$ cat config.mk
export PLATFORM = sky130hd
export DESIGN_NAME = wb_result_sel
export DESIGN_NICKNAME = d
export VERILOG_FILES = /design/src/rtl/wb_result_sel.sv
export SDC_FILE = /design/constraint.sdc
export NUM_CORES = 1
export LEC_CHECK = 0
export CAP_MARGIN = 15
export CORE_ASPECT_RATIO = 1.2
export CORE_UTILIZATION = 25
export DETAILED_ROUTE_END_ITERATION = 8
export PLACE_DENSITY = 0.63
export SYNTH_ARGS = -nofsm -noshare
export SYNTH_HDL_FRONTEND = slang
export SYNTH_SLANG_ARGS = --single-unit
$ cat constraint.sdc
create_clock -name clk -period 2.1 [get_ports clk]
set_input_delay 0.21 -clock clk [delete_from_list [all_inputs] [get_ports clk]]
set_output_delay 0.21 -clock clk [all_outputs]
set_load 0.005 [all_outputs]
$ cat src/rtl/wb_result_sel.sv
// Write-back result select for the RV64 core: one registered RF write port.
// Optional WB_COMMIT_TRACE_EN adds commit_valid/commit_pc for difftest.
module wb_result_sel #(
  parameter int TIMEOUT = 255,
  parameter int PC_W    = 32
) (
  input  logic            clk,
  input  logic            rst_n,
  input  logic            in_valid,
  output logic            in_ready,
  input  logic [PC_W-1:0] in_pc,
  input  logic [63:0]     in_alu_res,
  input  logic [63:0]     in_imm,
  input  logic [1:0]      in_wb_sel,
  input  logic [4:0]      in_rd,
  input  logic            in_rd_we,
  input  logic [2:0]      in_load_fmt,
  input  logic            mem_rvalid,
  input  logic [63:0]     mem_rdata,
  output logic            rf_we,
  output logic [4:0]      rf_waddr,
  output logic [63:0]     rf_wdata,
  output logic            load_err
`ifdef WB_COMMIT_TRACE_EN
  ,
  output logic            commit_valid,
  output logic [PC_W-1:0] commit_pc
`endif
);

  typedef enum logic {
    IDLE,
    WAIT
  } state_t;

  state_t      state;
  logic [15:0] cnt;
  logic [2:0]  off_q;
  logic [2:0]  fmt_q;
  logic [4:0]  rd_q;
  logic        we_q;
`ifdef WB_COMMIT_TRACE_EN
  logic [PC_W-1:0] pc_q;
`endif

  logic        accept;
  logic        wr_ok;
  logic [63:0] sel_data;
  logic [63:0] ld_data;

  assign in_ready = (state == IDLE);
  assign accept   = in_valid && in_ready;
  assign wr_ok    = in_rd_we && (in_rd != 5'd0);

  function automatic logic [63:0] fmt_load(
    input logic [63:0] d,
    input logic [2:0]  off,
    input logic [2:0]  f
  );
    logic [63:0] s;
    // Bytes past the doubleword read as zero; no split access.
    s = d >> {off, 3'b000};
    case (f)
      3'b000:  return {{56{s[7]}}, s[7:0]};
      3'b001:  return {{48{s[15]}}, s[15:0]};
      3'b010:  return {{32{s[31]}}, s[31:0]};
      3'b100:  return {56'd0, s[7:0]};
      3'b101:  return {48'd0, s[15:0]};
      3'b110:  return {32'd0, s[31:0]};
      default: return s;
    endcase
  endfunction

  assign ld_data = fmt_load(mem_rdata, off_q, fmt_q);

  always_comb begin
    sel_data = in_alu_res;
    unique case (1'b1)
      (in_wb_sel == 2'b10): sel_data = 64'(in_pc) + 64'd4;
      (in_wb_sel == 2'b11): sel_data = in_imm;
      default:              sel_data = in_alu_res;
    endcase
  end

  always_ff @(posedge clk) begin
    if (!rst_n) begin
      state    <= IDLE;
      cnt      <= '0;
      off_q    <= '0;
      fmt_q    <= '0;
      rd_q     <= '0;
      we_q     <= 1'b0;
      rf_we    <= 1'b0;
      rf_waddr <= '0;
      rf_wdata <= '0;
      load_err <= 1'b0;
`ifdef WB_COMMIT_TRACE_EN
      pc_q         <= '0;
      commit_valid <= 1'b0;
      commit_pc    <= '0;
`endif
    end else begin
      rf_we    <= 1'b0;
      load_err <= 1'b0;
`ifdef WB_COMMIT_TRACE_EN
      commit_valid <= 1'b0;
`endif
      case (state)
        IDLE: begin
          if (accept) begin
            off_q <= in_alu_res[2:0];
            fmt_q <= in_load_fmt;
            rd_q  <= in_rd;
            we_q  <= wr_ok;
`ifdef WB_COMMIT_TRACE_EN
            pc_q  <= in_pc;
`endif
            if (in_wb_sel == 2'b01) begin
              state <= WAIT;
              cnt   <= '0;
            end else begin
              rf_we <= wr_ok;
              if (wr_ok) begin
                rf_waddr <= in_rd;
                rf_wdata <= sel_data;
              end
`ifdef WB_COMMIT_TRACE_EN
              commit_valid <= 1'b1;
              commit_pc    <= in_pc;
`endif
            end
          end
        end
        WAIT: begin
          // A response on the timeout edge still completes the load.
          if (mem_rvalid) begin
            state <= IDLE;
            rf_we <= we_q;
            if (we_q) begin
              rf_waddr <= rd_q;
              rf_wdata <= ld_data;
            end
`ifdef WB_COMMIT_TRACE_EN
            commit_valid <= 1'b1;
            commit_pc    <= pc_q;
`endif
          end else if (cnt == 16'(TIMEOUT - 1)) begin
            state    <= IDLE;
            cnt      <= '0;
            load_err <= 1'b1;
          end else begin
            cnt <= cnt + 16'd1;
          end
        end
        default: state <= IDLE;
      endcase
    end
  end

endmodule
-- After elaboration in Yosys (flattened, before gate mapping)
Index checks and enable logic that the tools add are counted.
- add/subtract/negate cells: 2
- equal/unequal tests: 16
- shift operators: 1
- muxes and demuxes: 29
- bitwise gates (word level): 2
- reduce and logical (&&, ||, !) cells: 8
- operators with widths (kind ; number):
    64-bit one-hot mux with 6 select lines ; 1
    64-bit 2-to-1 mux ; 5
    64-bit one-hot mux with 2 select lines ; 2
    16-bit 2-to-1 mux ; 4
    64-bit by 6-bit right shift with 64-bit output ; 1
    32-bit by 3-bit adder with 33-bit output, second input constant ; 1
    16-bit one-hot mux with 2 select lines ; 1
    5-bit 2-to-1 mux ; 5
    16-bit by 1-bit adder with 16-bit output, second input constant ; 1
    16-bit by 8-bit == test with 1-bit output, second input constant ; 1
    5-bit one-hot mux with 2 select lines ; 1
    3-bit == test, second input constant ; 3
    1-bit 2-to-1 mux ; 8
    2-bit by 1-bit != test with 1-bit output, second input constant ; 4
    2-bit != test, second input constant ; 3
    5-bit AND reduction ; 1
    5-bit nonzero test ; 1
    2-bit == test, second input constant ; 2
    1-bit one-hot mux with 2 select lines ; 2
    3-bit by 1-bit == test with 1-bit output, second input constant ; 1
    3-bit by 2-bit == test with 1-bit output, second input constant ; 1
    3-bit zero test ; 1
    3-bit AND reduction ; 1
    3-bit OR reduction ; 1
    other kinds (4) ; 6
- register bits after elaboration: 100
- input port bits: 239
- output and inout bits: 72
- word-level logic and storage cells: 68

-- Depth between registers and ports, before layout
- word-level depth: 6
- mapped depth: 10
- mapped depth without buffers: 8

-- Worst setup path after synthesis
No wires, ideal clock.
- kind: register to register
- start: register off_q[1]
- end: register rf_wdata[18]
- arrival time: 1.975 ns
- required time: 2.043 ns
- slack: 0.067 ns
- stages on the path, launching flop included: 9
- path buffers: 2
- cells stage by stage: dfxtp_1 buf_6 mux2_4 a2bb2o_4 or4_4 and2_4 buf_6 a221oi_1 a21o_1
- longest elaborated chain between the ends: 5
- RTL lines (element ; RTL line ; source):
    start: declaration ; 38 ; logic [2:0] off_q;
    start signal: assignment ; 111 ; off_q <= in_alu_res[2:0];
    64-bit by 6-bit right shift with 64-bit output ; 62 ; s = d >> {off, 3'b000};
    64-bit one-hot mux with 6 select lines ; 63 ; case (f)
    64-bit 2-to-1 mux ; 139 ; if (we_q) begin
    64-bit 2-to-1 mux ; 136 ; if (mem_rvalid) begin
    64-bit one-hot mux with 2 select lines ; 108 ; case (state)
    end signal: assignment ; 125 ; rf_wdata <= sel_data;
    end signal: assignment ; 141 ; rf_wdata <= ld_data;
    end: declaration ; 22 ; output logic [63:0] rf_wdata,
Every way passes these cells. The select of a mux whose other input is x is not followed.
A chain may end at the register's enable or synchronous reset.

-- Worst setup path after layout
- start: register off_q[0]
- end: register rf_wdata[39]
Same word-level chain as after synthesis.

==> results.py <==
metrics = {
    "global_route": {
        "grt_pass1_vias": 8896,
        "grt_pass1_wl_mm": 52.5,
        "grt_overflow": 0,
        "grt_usage_pct": 23.5,
        "antenna_found_initial": 2,
        "grt_max_degree": 59,
    },
    "drt": {
        "wl_mm": 36.5,
        "dr.pass1.iters": 5,
        "drt_first_iter_violations": 681,
        "postRouteAntennaNets": 0,
        "drt-vias-per-instance": 5.26,
        "drc_errors": 0,
        "wire_per_inst_um": 21.0,
        "vias": 9144,
    },
    "clock_tree": {
        "ctsHoldBuffers": 0,
        "insertion_delay_ps": 370,
        "cts_inserted_buffers": 9,
        "clk_pin_slew_ps": 80,
        "tritoncts": "built",
        "cts-htree-levels": 3,
        "root_buffer": "clkbuf_16",
        "cts_sinks": 100,
        "cts.path.max_buffers": 2,
    },
    "power_and_ir_drop": {
        "p_switching_mw": 1.89,
        "power_density_mw_per_mm2": 465,
        "leakage_nw": 4.85,
        "pwr-share-seq_pct": 33.9,
        "power.share.clock_pct": 31.0,
        "power_mw": 6.02,
        "ir_drop_uv": 492,
        "power_frac_comb_pct": 35.0,
        "swShare_pct": 31.4,
        "internal_power_mw": 4.13,
    },
    "timing": {
        "setup_viol": 30,
        "skew_ps": 10.2,
        "slew_headroom_pct": 62.0,
        "period_needed_ps": 2140,
        "fmax_mhz": 467,
        "whs_ps": 415,
        "setup_tns_ps": -486,
        "finalMaxSlewViolations": 0,
        "fin_crit_sh_pct": 102,
        "final-hold-violation-count": 0,
        "fin_ws_ps": -41.8,
        "grt_setup_unrepaired": "true",
        "worst_pin_slew_ps": 570,
    },
    "floorplan": {
        "die_w_um": 159,
        "dieArea_mm2": 0.0301,
        "rows": 68,
        "fp.coreArea_mm2": 0.0288,
        "fp.dieH_um": 190,
        "start_util_pct": 25.5,
        "ioPinCount": 311,
    },
    "place": {
        "place_congestion": 0.931,
        "port_buffers": 310,
        "detailedPlace.worstSlack_ps": -422,
        "dp_hpwl_mm": 28.5,
    },
    "flow_run": {
        "maxCapViolations": 0,
    },
    "synthesis": {
        "synth_fp_nets": 1167,
        "synth_edf_count": 0,
        "yosysUniqueCellTypes": 61,
        "synthDominantCellAreaShare_pct": 27.2,
        "yosysTopAreaCell": "dfxtp_1",
        "synth-seq-cells": 100,
        "synthFlopType": "dfxtp_1",
        "ys.warnings.count": 0,
        "postSynthAreaPerCell_um2": 7.96,
        "seq_area_frac_synth_pct": 27.2,
        "synthesis.instances": 925,
        "synth_area_leaders": "dfxtp_1 (27%), mux2i_1 (7.5%), nand2_1 (6.9%), a221oi_1 (5.2%), mux4_2 (5.2%)",
        "ys_async_sr_fraction_pct": 0,
        "netlist_area_mm2": 0.00736,
    },
    "setup_path": {
        "worstReg2RegStart": "off_q[0]",
        "cp-end-kind": "flop",
        "cp_max_fo": 4,
        "cp.required_ps": 2350,
        "crit_type": "reg -> reg",
        "cp-start-kind": "flop",
        "critPathLaunch": "off_q[0]",
        "crit_arrival_ps": 2390,
    },
    "final_layout": {
        "layout-drive-gt1-share_pct": 21.3,
        "mostFrequentLayoutCell": "clkdlybuf4s50_1",
        "final_cell_mix": "clkdlybuf4s50_1 (310), buf_4 (146), nand2_1 (134)",
        "syn_to_final_growth_pct": 75.7,
        "fillers": 2856,
        "fin_nets": 1586,
    },
    "status": {
        "status": "finished with violations",
        "violations": "negative setup slack",
    },
    "min_path": {
        "min_path_type": "in -> reg",
        "min_from": "in_load_fmt[1]",
    },
}
==> stage by stage <==
stage / area, um2 / utilization [%] / cells
detailed placement: 12000 / 41.6 / 1704
floorplan: 7360 / - / 925
global route: 12900 / 44.8 / 1736
global placement: 12000 / 41.6 / 1704
CTS: 12500 / 43.3 / 1725
finish: 12900 / 44.9 / 1737
==> worst max-delay path, cell delays in order (launching register included) <==
cell	delay, ps
dfxtp_2	360
mux4_2	520
a22oi_2	280
o32ai_2	150
a21boi_4	170
buf_6	160
a21boi_1	190
buf_4	140
o31ai_1	50
==> logic make-up (layout without fill, tap and decap cells) <==
logic type / count (synthesis) / after routing / share of synthesized area [%]
DFF: 100 / 100 / 27.2
xor gates and xnor gates: 38 / 38 / 4.52
muxes: 84 / 84 / 14.6
adders and majority gates: 3 / 3 / 0.510
buffers and inverters: 99 / 523 / 5.61
AOI/OAI and AO/OA: 292 / 292 / 28.1
and+or+nand+nor: 309 / 309 / 19.5
other: 0 / 3 / 0
==> power by group through the flow <==
stage	Clock (mW)	Sequential, mW	Combinational, mW
final	1.87	2.04	2.11
after CTS	1.90	2.04	1.99
after detailed placement	0	2.09	1.95
after floorplan	0	2.08	0.731
after global routing	1.96	2.05	2.23
after global placement	0	2.08	1.94
==> final timing paths <==
kind / end / cells after the start / slack [ps]
worst max-delay path: rf_wdata[39] / 8 / -40
worst max register to register: rf_wdata[39] / 8 / -40
worst min-delay path: fmt_q[1] / 3 / 410
worst min register to register: rf_wdata[44] / 1 / 460
==> flip-flops by register name (all words and copies together), names as in the netlist <==
signal and count:
fmt_q 3, load_err 1, cnt 16, rd_q 5, state 1, rf_wdata 64, we_q 1, rf_waddr 5
off_q 3, rf_we 1
==> cells in the mapped netlist, types with 10 or more instances <==
cell / count
a211oi_1: 48
a21o_1: 32
a21oi_1: 55
a221oi_1: 44
buf_1: 10
buf_2: 21
clkbuf_1: 47
dfxtp_1: 100
inv_1: 16
mux2_2: 11
mux2i_1: 55
mux4_2: 17
nand2_1: 136
nand2b_1: 11
nand3_1: 30
nand4_1: 13
nor2_1: 45
nor2b_1: 14
nor3_1: 24
nor4_1: 11
o211ai_1: 18
o21ai_0: 48
xnor2_1: 20
xor2_1: 18
==> final cells by class <==
type	instances	area (um2)	share of cell area, %
Inverter	19	78.8	0.609
Multi-Input combinational cell	726	5240	40.5
Sequential cell	100	2010	15.5
Clock inverter	7	100	0.774
Tap cell	385	482	3.72
Clock buffer	9	225	1.74
Antenna cell	3	7.51	0.0580
Timing Repair Buffer	488	4790	37.0
==> per-layer routing <==
| metal | wire (um) | track usage, % | vias up |
|---|---|---|---|
| li1 | - | - | 4318 |
| met1 | 14500 | 28.6 | 4354 |
| met2 | 17800 | 39.1 | 396 |
| met3 | 2600 | 4.94 | 76 |
| met4 | 1520 | 11.0 | 0 |
| met5 | 0 | 0 | - |
==> repair_timing <==
action,4_1_cts,5_1_grt
setup endpoints to repair,51,60
gates cloned,2,5
buffers inserted,3,4
pin swaps,5,8
resized for setup,26,62
No activity file was read; power rests on OpenSTA's default activity.
